`config.mk`:
```
export PLATFORM = sky130hd
export DESIGN_NAME = ahb_slave
export DESIGN_NICKNAME = d
export VERILOG_FILES = /design/src/rtl/ahb_pkg.sv /design/src/rtl/ahb_slave_ram.sv /design/src/rtl/ahb_slave.sv
export SDC_FILE = /design/constraint.sdc
export NUM_CORES = 2
export LEC_CHECK = 0
export CAP_MARGIN = 5
export CORE_MARGIN = 5
export CORE_UTILIZATION = 40
export DETAILED_ROUTE_END_ITERATION = 8
export GPL_TIMING_DRIVEN = 0
export HOLD_SLACK_MARGIN = 0.15
export MAX_ROUTING_LAYER = met4
export PLACE_DENSITY = 0.52
export REMOVE_ABC_BUFFERS = 1
export SLEW_MARGIN = 20
export SYNTH_ARGS = -nofsm -noshare
export SYNTH_HDL_FRONTEND = slang
export SYNTH_SLANG_ARGS = --single-unit
export TNS_END_PERCENT = 20
```
`constraint.sdc`:
```
create_clock -name clk -period 3.57 [get_ports clk]
set_input_delay 0.8925 -clock clk [delete_from_list [all_inputs] [get_ports clk]]
set_output_delay 0.8925 -clock clk [all_outputs]
set_load 0.005 [all_outputs]
```
`src/rtl/ahb_pkg.sv`:
```
`default_nettype none
// ============================================================================
//  Module      : ahb_pkg
//  Description : Shared AHB-Lite encodings, region decode and the fixed
//                register map for the SCSU memory slave.
//  Contents    : htrans_e, hresp_e and region_e enums, ADDR_ID / ADDR_STAT,
//                decode_region() and csr_read() helpers.
//  Revision    : 1.0 - initial release
// ============================================================================
package ahb_pkg;

    typedef enum logic [1:0] {
        HTRANS_IDLE   = 2'b00,
        HTRANS_BUSY   = 2'b01,
        HTRANS_NONSEQ = 2'b10,
        HTRANS_SEQ    = 2'b11
    } htrans_e;

    typedef enum logic [1:0] {
        HRESP_OKAY  = 2'b00,
        HRESP_ERROR = 2'b01
    } hresp_e;

    typedef enum logic [1:0] {
        REG_RAM      = 2'd0,
        REG_CSR      = 2'd1,
        REG_UNMAPPED = 2'd2
    } region_e;

    // Byte addresses of the read-only register bank
    localparam logic [13:0] ADDR_ID   = 14'h2000;
    localparam logic [13:0] ADDR_STAT = 14'h2002;

    // haddr is the halfword address, so haddr[12] is byte address bit 13.
    function automatic region_e decode_region(input logic [12:0] haddr);
        if (!haddr[12]) begin
            return REG_RAM;
        end else if (!haddr[11]) begin
            return REG_CSR;
        end
        return REG_UNMAPPED;
    endfunction

    // Register bank read value; unused offsets read as zero.
    function automatic logic [15:0] csr_read(input logic [12:0] haddr,
                                             input logic        last_err,
                                             input logic [15:0] id_value);
        logic [13:0] byte_addr;
        byte_addr = {haddr, 1'b0};
        if (byte_addr == ADDR_ID) begin
            return id_value;
        end else if (byte_addr == ADDR_STAT) begin
            return {15'b0, last_err};
        end
        return 16'h0000;
    endfunction

endpackage
`default_nettype wire

```
`src/rtl/ahb_slave_ram.sv`:
```
`default_nettype none
// ============================================================================
//  Module      : ahb_slave_ram
//  Description : Synchronous RAM, 2**AW x DW, one write port and one
//                registered read port sharing one clock.
//  Ports       : clk      in   clock
//                rst      in   async active-high reset (read register only)
//                we_i     in   write enable
//                waddr_i  in   write index
//                wdata_i  in   write data
//                re_i     in   read enable (read register holds otherwise)
//                raddr_i  in   read index
//                rdata_o  out  registered read data
//  Revision    : 1.0 - initial release
// ============================================================================
module ahb_slave_ram #(
    parameter int unsigned AW = 8,
    parameter int unsigned DW = 16
) (
    input  logic          clk,
    input  logic          rst,
    input  logic          we_i,
    input  logic [AW-1:0] waddr_i,
    input  logic [DW-1:0] wdata_i,
    input  logic          re_i,
    input  logic [AW-1:0] raddr_i,
    output logic [DW-1:0] rdata_o
);

    logic [DW-1:0] mem_q [0:(2**AW)-1];
    logic [DW-1:0] rdata_q;

    // Array contents are deliberately left unreset.
    always_ff @(posedge clk) begin
        if (we_i) begin
            mem_q[waddr_i] <= wdata_i;
        end
    end

    // Write-first on a same-index collision: a read address phase that
    // overlaps the data phase of a write to the same location sees the
    // new data, which is what makes back-to-back read-after-write coherent.
    always_ff @(posedge clk or posedge rst) begin
        if (rst) begin
            rdata_q <= '0;
        end else if (re_i) begin
            if (we_i && (waddr_i == raddr_i)) begin
                rdata_q <= wdata_i;
            end else begin
                rdata_q <= mem_q[raddr_i];
            end
        end
    end

    assign rdata_o = rdata_q;

endmodule
`default_nettype wire

```
`src/rtl/ahb_slave.sv`:
```
`default_nettype none
// ============================================================================
//  Module      : ahb_slave
//  Description : 16-bit AHB-Lite memory slave for the SCSU master port.
//                Always selected. Decodes RAM (aliased over 0x0000-0x1FFF),
//                a read-only ID/status bank (0x2000-0x2FFF) and an
//                unmapped region (0x3000-0x3FFF) answering with ERROR.
//  Ports       : clk, rst               clock, async active-high reset
//                scsu_m_ahb_mhtrans     HTRANS
//                scsu_m_ahb_mhsize      HSIZE (ignored, always halfword)
//                scsu_m_ahb_mhwrite     HWRITE
//                scsu_m_ahb_mhaddr      HADDR[13:1]
//                scsu_m_ahb_mhwdata     HWDATA
//                ahb_scsu_m_shrdata     HRDATA
//                ahb_scsu_m_shready     HREADY out
//                ahb_scsu_m_shresp      HRESP
//  Parameters  : RAM_AW (<=12), RD_WAIT (0..7), ID_VALUE
//  Revision    : 1.0 - initial release
// ============================================================================
module ahb_slave
    import ahb_pkg::*;
#(
    parameter int unsigned RAM_AW   = 8,
    parameter int unsigned RD_WAIT  = 0,
    parameter logic [15:0] ID_VALUE = 16'h5C51
) (
    input  logic        clk,
    input  logic        rst,
    input  logic [1:0]  scsu_m_ahb_mhtrans,
    input  logic [1:0]  scsu_m_ahb_mhsize,
    input  logic        scsu_m_ahb_mhwrite,
    input  logic [12:0] scsu_m_ahb_mhaddr,
    input  logic [15:0] scsu_m_ahb_mhwdata,
    output logic [15:0] ahb_scsu_m_shrdata,
    output logic        ahb_scsu_m_shready,
    output logic [1:0]  ahb_scsu_m_shresp
);

    localparam logic [1:0] ST_IDLE = 2'd0;
    localparam logic [1:0] ST_DATA = 2'd1;
    localparam logic [1:0] ST_ERR1 = 2'd2;
    localparam logic [1:0] ST_ERR2 = 2'd3;

    localparam logic [2:0] WAIT_INIT = 3'(RD_WAIT);

    // Response FSM and registered outputs
    logic [1:0]        state_q,   state_d;
    logic [2:0]        wcnt_q,    wcnt_d;
    logic              shready_q, shready_d;
    logic [1:0]        shresp_q,  shresp_d;

    // Address-phase capture for the data phase
    logic              wr_q;
    region_e           region_q;
    logic [RAM_AW-1:0] addr_q;

    // Read-data path
    logic              last_err_q;
    logic [15:0]       csr_rdata_q;
    logic              rd_sel_csr_q;
    logic [15:0]       w_ram_rdata;

    logic              w_accept;
    region_e           w_region;
    logic              w_rd_accept;
    logic              w_ram_re;
    logic              w_csr_re;
    logic              w_ram_we;
    logic              w_stat_hit;
    logic              w_unused;

    // HSIZE is ignored and HTRANS[0] only separates IDLE/BUSY or NONSEQ/SEQ.
    assign w_unused = ^{scsu_m_ahb_mhsize, scsu_m_ahb_mhtrans[0]};

    // An address phase is taken only when the bus is ready.
    assign w_accept    = scsu_m_ahb_mhtrans[1] & shready_q;
    assign w_region    = decode_region(scsu_m_ahb_mhaddr);
    assign w_rd_accept = w_accept & ~scsu_m_ahb_mhwrite;
    assign w_ram_re    = w_rd_accept & (w_region == REG_RAM);
    assign w_csr_re    = w_rd_accept & (w_region == REG_CSR);
    assign w_stat_hit  = ({scsu_m_ahb_mhaddr, 1'b0} == ADDR_STAT);

    // Writes have zero wait states, so the data phase ends on the first
    // edge after the address phase.
    assign w_ram_we = (state_q == ST_DATA) & shready_q & wr_q &
                      (region_q == REG_RAM);

    // ------------------------------------------------------------------
    // State register (registered outputs included)
    // ------------------------------------------------------------------
    always_ff @(posedge clk or posedge rst) begin
        if (rst) begin
            state_q   <= ST_IDLE;
            wcnt_q    <= 3'd0;
            shready_q <= 1'b1;
            shresp_q  <= HRESP_OKAY;
        end else begin
            state_q   <= state_d;
            wcnt_q    <= wcnt_d;
            shready_q <= shready_d;
            shresp_q  <= shresp_d;
        end
    end

    // ------------------------------------------------------------------
    // Next-state logic
    // ------------------------------------------------------------------
    always_comb begin
        state_d = state_q;
        wcnt_d  = wcnt_q;
        if (!shready_q) begin
            // Stretched phase: only DATA (read waits) and ERR1 stall.
            case (state_q)
                ST_ERR1: state_d = ST_ERR2;
                ST_DATA: wcnt_d  = wcnt_q - 3'd1;
                default: state_d = ST_IDLE;
            endcase
        end else if (w_accept) begin
            if (w_region == REG_UNMAPPED) begin
                state_d = ST_ERR1;
                wcnt_d  = 3'd0;
            end else begin
                state_d = ST_DATA;
                wcnt_d  = scsu_m_ahb_mhwrite ? 3'd0 : WAIT_INIT;
            end
        end else begin
            state_d = ST_IDLE;
            wcnt_d  = 3'd0;
        end
    end

    // ------------------------------------------------------------------
    // Output logic (next values of the registered HREADY/HRESP)
    // ------------------------------------------------------------------
    always_comb begin
        shready_d = 1'b1;
        shresp_d  = HRESP_OKAY;
        if (!shready_q) begin
            case (state_q)
                ST_ERR1: begin
                    shready_d = 1'b1;
                    shresp_d  = HRESP_ERROR;
                end
                // wcnt_q==1 means the wait cycle in progress is the last one.
                ST_DATA: shready_d = (wcnt_q == 3'd1);
                default: shready_d = 1'b1;
            endcase
        end else if (w_accept) begin
            if (w_region == REG_UNMAPPED) begin
                shready_d = 1'b0;
                shresp_d  = HRESP_ERROR;
            end else if (!scsu_m_ahb_mhwrite && (WAIT_INIT != 3'd0)) begin
                shready_d = 1'b0;
            end
        end
    end

    // ------------------------------------------------------------------
    // Address-phase capture, status flag and register-bank read data
    // ------------------------------------------------------------------
    always_ff @(posedge clk or posedge rst) begin
        if (rst) begin
            wr_q         <= 1'b0;
            region_q     <= REG_RAM;
            addr_q       <= '0;
            last_err_q   <= 1'b0;
            csr_rdata_q  <= 16'h0000;
            rd_sel_csr_q <= 1'b0;
        end else begin
            if (w_accept) begin
                wr_q     <= scsu_m_ahb_mhwrite;
                region_q <= w_region;
                addr_q   <= scsu_m_ahb_mhaddr[RAM_AW-1:0];
            end
            // Read data is fetched in the address phase so that a
            // zero-wait read presents registered data in its data phase.
            if (w_csr_re) begin
                csr_rdata_q <= csr_read(scsu_m_ahb_mhaddr, last_err_q, ID_VALUE);
            end
            if (w_ram_re || w_csr_re) begin
                rd_sel_csr_q <= w_csr_re;
            end
            // Setting and clearing cannot coincide: both need an accepted
            // address phase, and one transfer is either unmapped or CSR.
            if (w_accept && (w_region == REG_UNMAPPED)) begin
                last_err_q <= 1'b1;
            end else if (w_csr_re && w_stat_hit) begin
                last_err_q <= 1'b0;
            end
        end
    end

    ahb_slave_ram #(
        .AW (RAM_AW),
        .DW (16)
    ) u_ram (
        .clk     (clk),
        .rst     (rst),
        .we_i    (w_ram_we),
        .waddr_i (addr_q),
        .wdata_i (scsu_m_ahb_mhwdata),
        .re_i    (w_ram_re),
        .raddr_i (scsu_m_ahb_mhaddr[RAM_AW-1:0]),
        .rdata_o (w_ram_rdata)
    );

    // Both sources are flops and hold between reads, so HRDATA keeps the
    // last read value outside read data phases.
    assign ahb_scsu_m_shrdata = rd_sel_csr_q ? csr_rdata_q : w_ram_rdata;
    assign ahb_scsu_m_shready = shready_q;
    assign ahb_scsu_m_shresp  = shresp_q;

endmodule
`default_nettype wire

```
==> summary.txt <==
CTS
  • CTS max path bufs: 4
  • Root Buffer: clkbuf_16
  • H-Tree Depth: 5
  • Hold Buf Count CTS: 0
  • Sink Count: 4134
  • Clock transition at the registers of the reported paths: 0.06 ns
  • TritonCTS Buffers: 424
  • TritonCTS clock tree: yes
  • Clk_lat worst skew: 0.98 ns

Layout
  • Final instance area: 187400 sq um
  • Area grow syn2layout: 17.13%
  • Filler cell count: 32.79k
  • Layout cell share with drive strength beyond 1: 0.2865
  • Final-stage net count: 7888
  • Sequential cell area: 124000 sq um
  • Footprint of the multi-input gates: 36050 sq um

Floorplanning
  • Die X-Extent: 642.5 um
  • Die area: 412800 sq um
  • Row cnt: 232
  • Ports: 55
  • Initial core utilization: 0.4012
  • Core Region: 398800 sq um
  • Die height: 642.5 um

Routing
  • Drt wl/cell: 35.49 um
  • Vias per Instance: 5.935
  • Via count: 79.93k
  • Final WL: 478.0 mm
  • 1st-pass router iterations: 5
  • Final ANT Viol Nets: 0
  • DRC Markers: 0
  • Initial DRC count: 9268

Global route
  • Total GRT Usage: 0.2328
  • Largest net degree at the start of global routing: 122
  • Vias in the first global route: 80.05k
  • First-pass GRT wire length: 658.6 mm
  • GRT Residual Overflow: 0
  • Initial antenna violation count: 23

Power
  • VDD IR max: 0.0004724 V
  • Leak: 58.73 nW
  • Power per cell area: 549.1 nW/um^2

STA
  • Final period utilization: 1.022
  • Worst slew margin: 0.2504
  • Final worst setup slack: -0.07909 ns
  • Final Hold Fails: 0
  • Period minus WS final: 3.649 ns
  • Hold WS: 0.3201 ns
  • Max-slew violations: 0
  • Final setup violation count: 8
  • FMAX: 274.0 MHz
  • Unrepaired setup endpoints after global routing: yes
  • Worst slew pin tran: 1.121 ns
  • Clock skew: 0.06654 ns

Yosys
  • Mapped Area: 160000 sq um
  • Register bit total from synthesis: 4134
  • Yosys cell types: 72
  • Post-Syn Instances: 7456
  • Warnings, synthesis: 0
  • Ys flop type: edfxtp_1
  • Sequential area share after synthesis: 0.7746
  • Post-synth ARST share: 0.009192
  • EDFF count, synth: 4096
  • Syn avg cell area: 21.46 sq um

Worst setup path
  • CP required: 4.42 ns
  • Critical path arrival: 4.50 ns
  • Critical setup path kind: in -> reg
  • Worst Path Max Fanout: 54
  • Worst setup SP type: primary input
  • CP Capture Type: register

Placed design
  • GP Congestion: 0.7772
  • Dpl cell area: 171100 sq um
  • IO buf count: 50
  • Hpwl dp: 277.5 mm

Outcome
  • Violated checks: negative setup slack
  • Outcome: finished, violations left

Hold path
  • Tightest Hold Check Type: in -> reg

Flow run
  • Max cap viols: 0
final timing paths:
path	start	to	slack, ns	cells after the start
max	scsu_m_ahb_mhaddr[2]	u_ram.rdata_o[3]	-0.08	12
min	scsu_m_ahb_mhwdata[15]	u_ram.mem_q[84][15]	0.32	1
max reg2reg	ahb_scsu_m_shready	u_ram.rdata_o[3]	-0.02	8
min reg2reg	csr_rdata_q[0]	csr_rdata_q[0]	0.49	2
max in group asynchronous	rst	addr_q[5]	2.70	3
min in group asynchronous	rst	wcnt_q[1]	0.41	2
cells in the mapped netlist (17+ instances only):
library cell  instances  share of area
a211oi_1             27         0.0013
a21oi_1              89         0.0028
a221oi_1             50         0.0027
a22oi_1              44         0.0021
a311oi_1             21         0.0011
a31oi_1              31         0.0012
and3_1               20        0.00078
buf_1                42        0.00099
buf_2                91         0.0028
buf_4                53         0.0025
buf_6                49         0.0034
buf_8                23         0.0022
clkbuf_1            173         0.0041
dfrtp_1              37         0.0058
edfxtp_1           4096           0.77
mux2_2               31         0.0022
mux2i_1             399          0.025
mux4_2              912           0.13
nand2_1             317         0.0074
nand3_1              37         0.0012
nor2_1              370         0.0087
nor2b_1              31         0.0012
nor3_1               39         0.0012
o211ai_1             22         0.0010
o21ai_0              86         0.0027
o221ai_1             34         0.0019
o22a_1               17        0.00093
o22ai_1              91         0.0036
where the power goes:
group          switching, mW  internal (mW)  total, mW
clock network           18.6           24.4       43.1
logic                   4.12           2.19       6.31
registers              0.105           53.4       53.5
layout make-up:
type	instances	share of cell area
Antenna cell	8	0.0001068
Clock buffer	521	0.05945
Clock inverter	250	0.01156
Inverter	15	0.0005474
Multi-Input combinational cell	2868	0.1923
Sequential cell	4134	0.6613
Tap cell	5265	0.03514
Timing Repair Buffer	405	0.03940
Timing Repair inverter	2	0.0001469
critical path, cell delays in order:
cell and delay (ns):
buf_16 0.23, buf_16 0.24, buf_16 0.27, clkinv_16 0.22, buf_16 0.25, buf_16 0.24, mux2i_2 0.39, o22ai_1 0.15
nor3_2 0.41, nand3_1 0.36, nand3_2 0.32, a21oi_1 0.10
cells in the final DEF (no fill, tap or decap), types with 96 or more instances in the layout:
cell type	n
mux4_2	912
nor2_4	160
nand2_1	284
edfxtp_1	4096
clkbuf_16	433
clkinv_1	116
buf_16	96
mux2i_1	385
nor2_2	110
nor2_1	100
registers in the layout (all words and copies together) (netlist names), 2 cells and up:
| signal | cells |
|---|---|
| csr_rdata_q | 2 |
| region_q | 2 |
| wcnt_q | 3 |
| state_q | 2 |
| u_ram.mem_q | 4096 |
| addr_q | 8 |
| u_ram.rdata_o | 16 |
logic make-up (layout without fill, tap and decap cells):
logic type / after synthesis / in the layout / share of synthesized area
AO/OA/AOI/OAI: 599 / 599 / 0.02579
XOR/XNOR: 10 / 10 / 0.0005473
adder cells (fa/ha/maj): 2 / 2 / 0.0001563
buffers and inverters: 454 / 1193 / 0.01724
flip-flops: 4134 / 4134 / 0.7746
multiplexers: 1355 / 1355 / 0.1576
other: 1 / 9 / 0.00002343
AND/OR/NAND/NOR: 901 / 901 / 0.02406
through the flow:
stage	utilization	setup TNS, ns	total power [mW]	cells	setup slack, ns
finish	0.4700	-0.2998	102.9	13470	-0.07909
CTS	0.4688	-0.9596	103.6	13440	-0.1025
global route	0.4699	-0.3284	105.7	13460	-0.1115
global placement	0.4122	-	64.86	12330	-99.46
detailed placement	0.4290	-802.69	60.33	12600	-3.653
floorplan	-	-71.63	56.60	7017	-5.046
layer usage:
metal  wire length (um)  vias to the layer above  share of wire  global-route usage
met5                  0                        -              0                   -
met4              18950                        0          0.040             0.07846
met3              30290                      710          0.063             0.02985
met2             230000                     3140           0.48              0.3646
met1             198800                    43960           0.42              0.3181
li1                   -                    32120              -                   -
what timing repair did:
| item | CTS | global route |
|---|---|---|
| endpoints found under the setup margin | 2186 | 395 |
| gates cloned | 44 | 3 |
| setup buffers | 21 | 20 |
| gates resized for setup | 173 | 33 |
| pin swaps | 20 | 18 |
No activity file was read; power rests on OpenSTA's default activity.
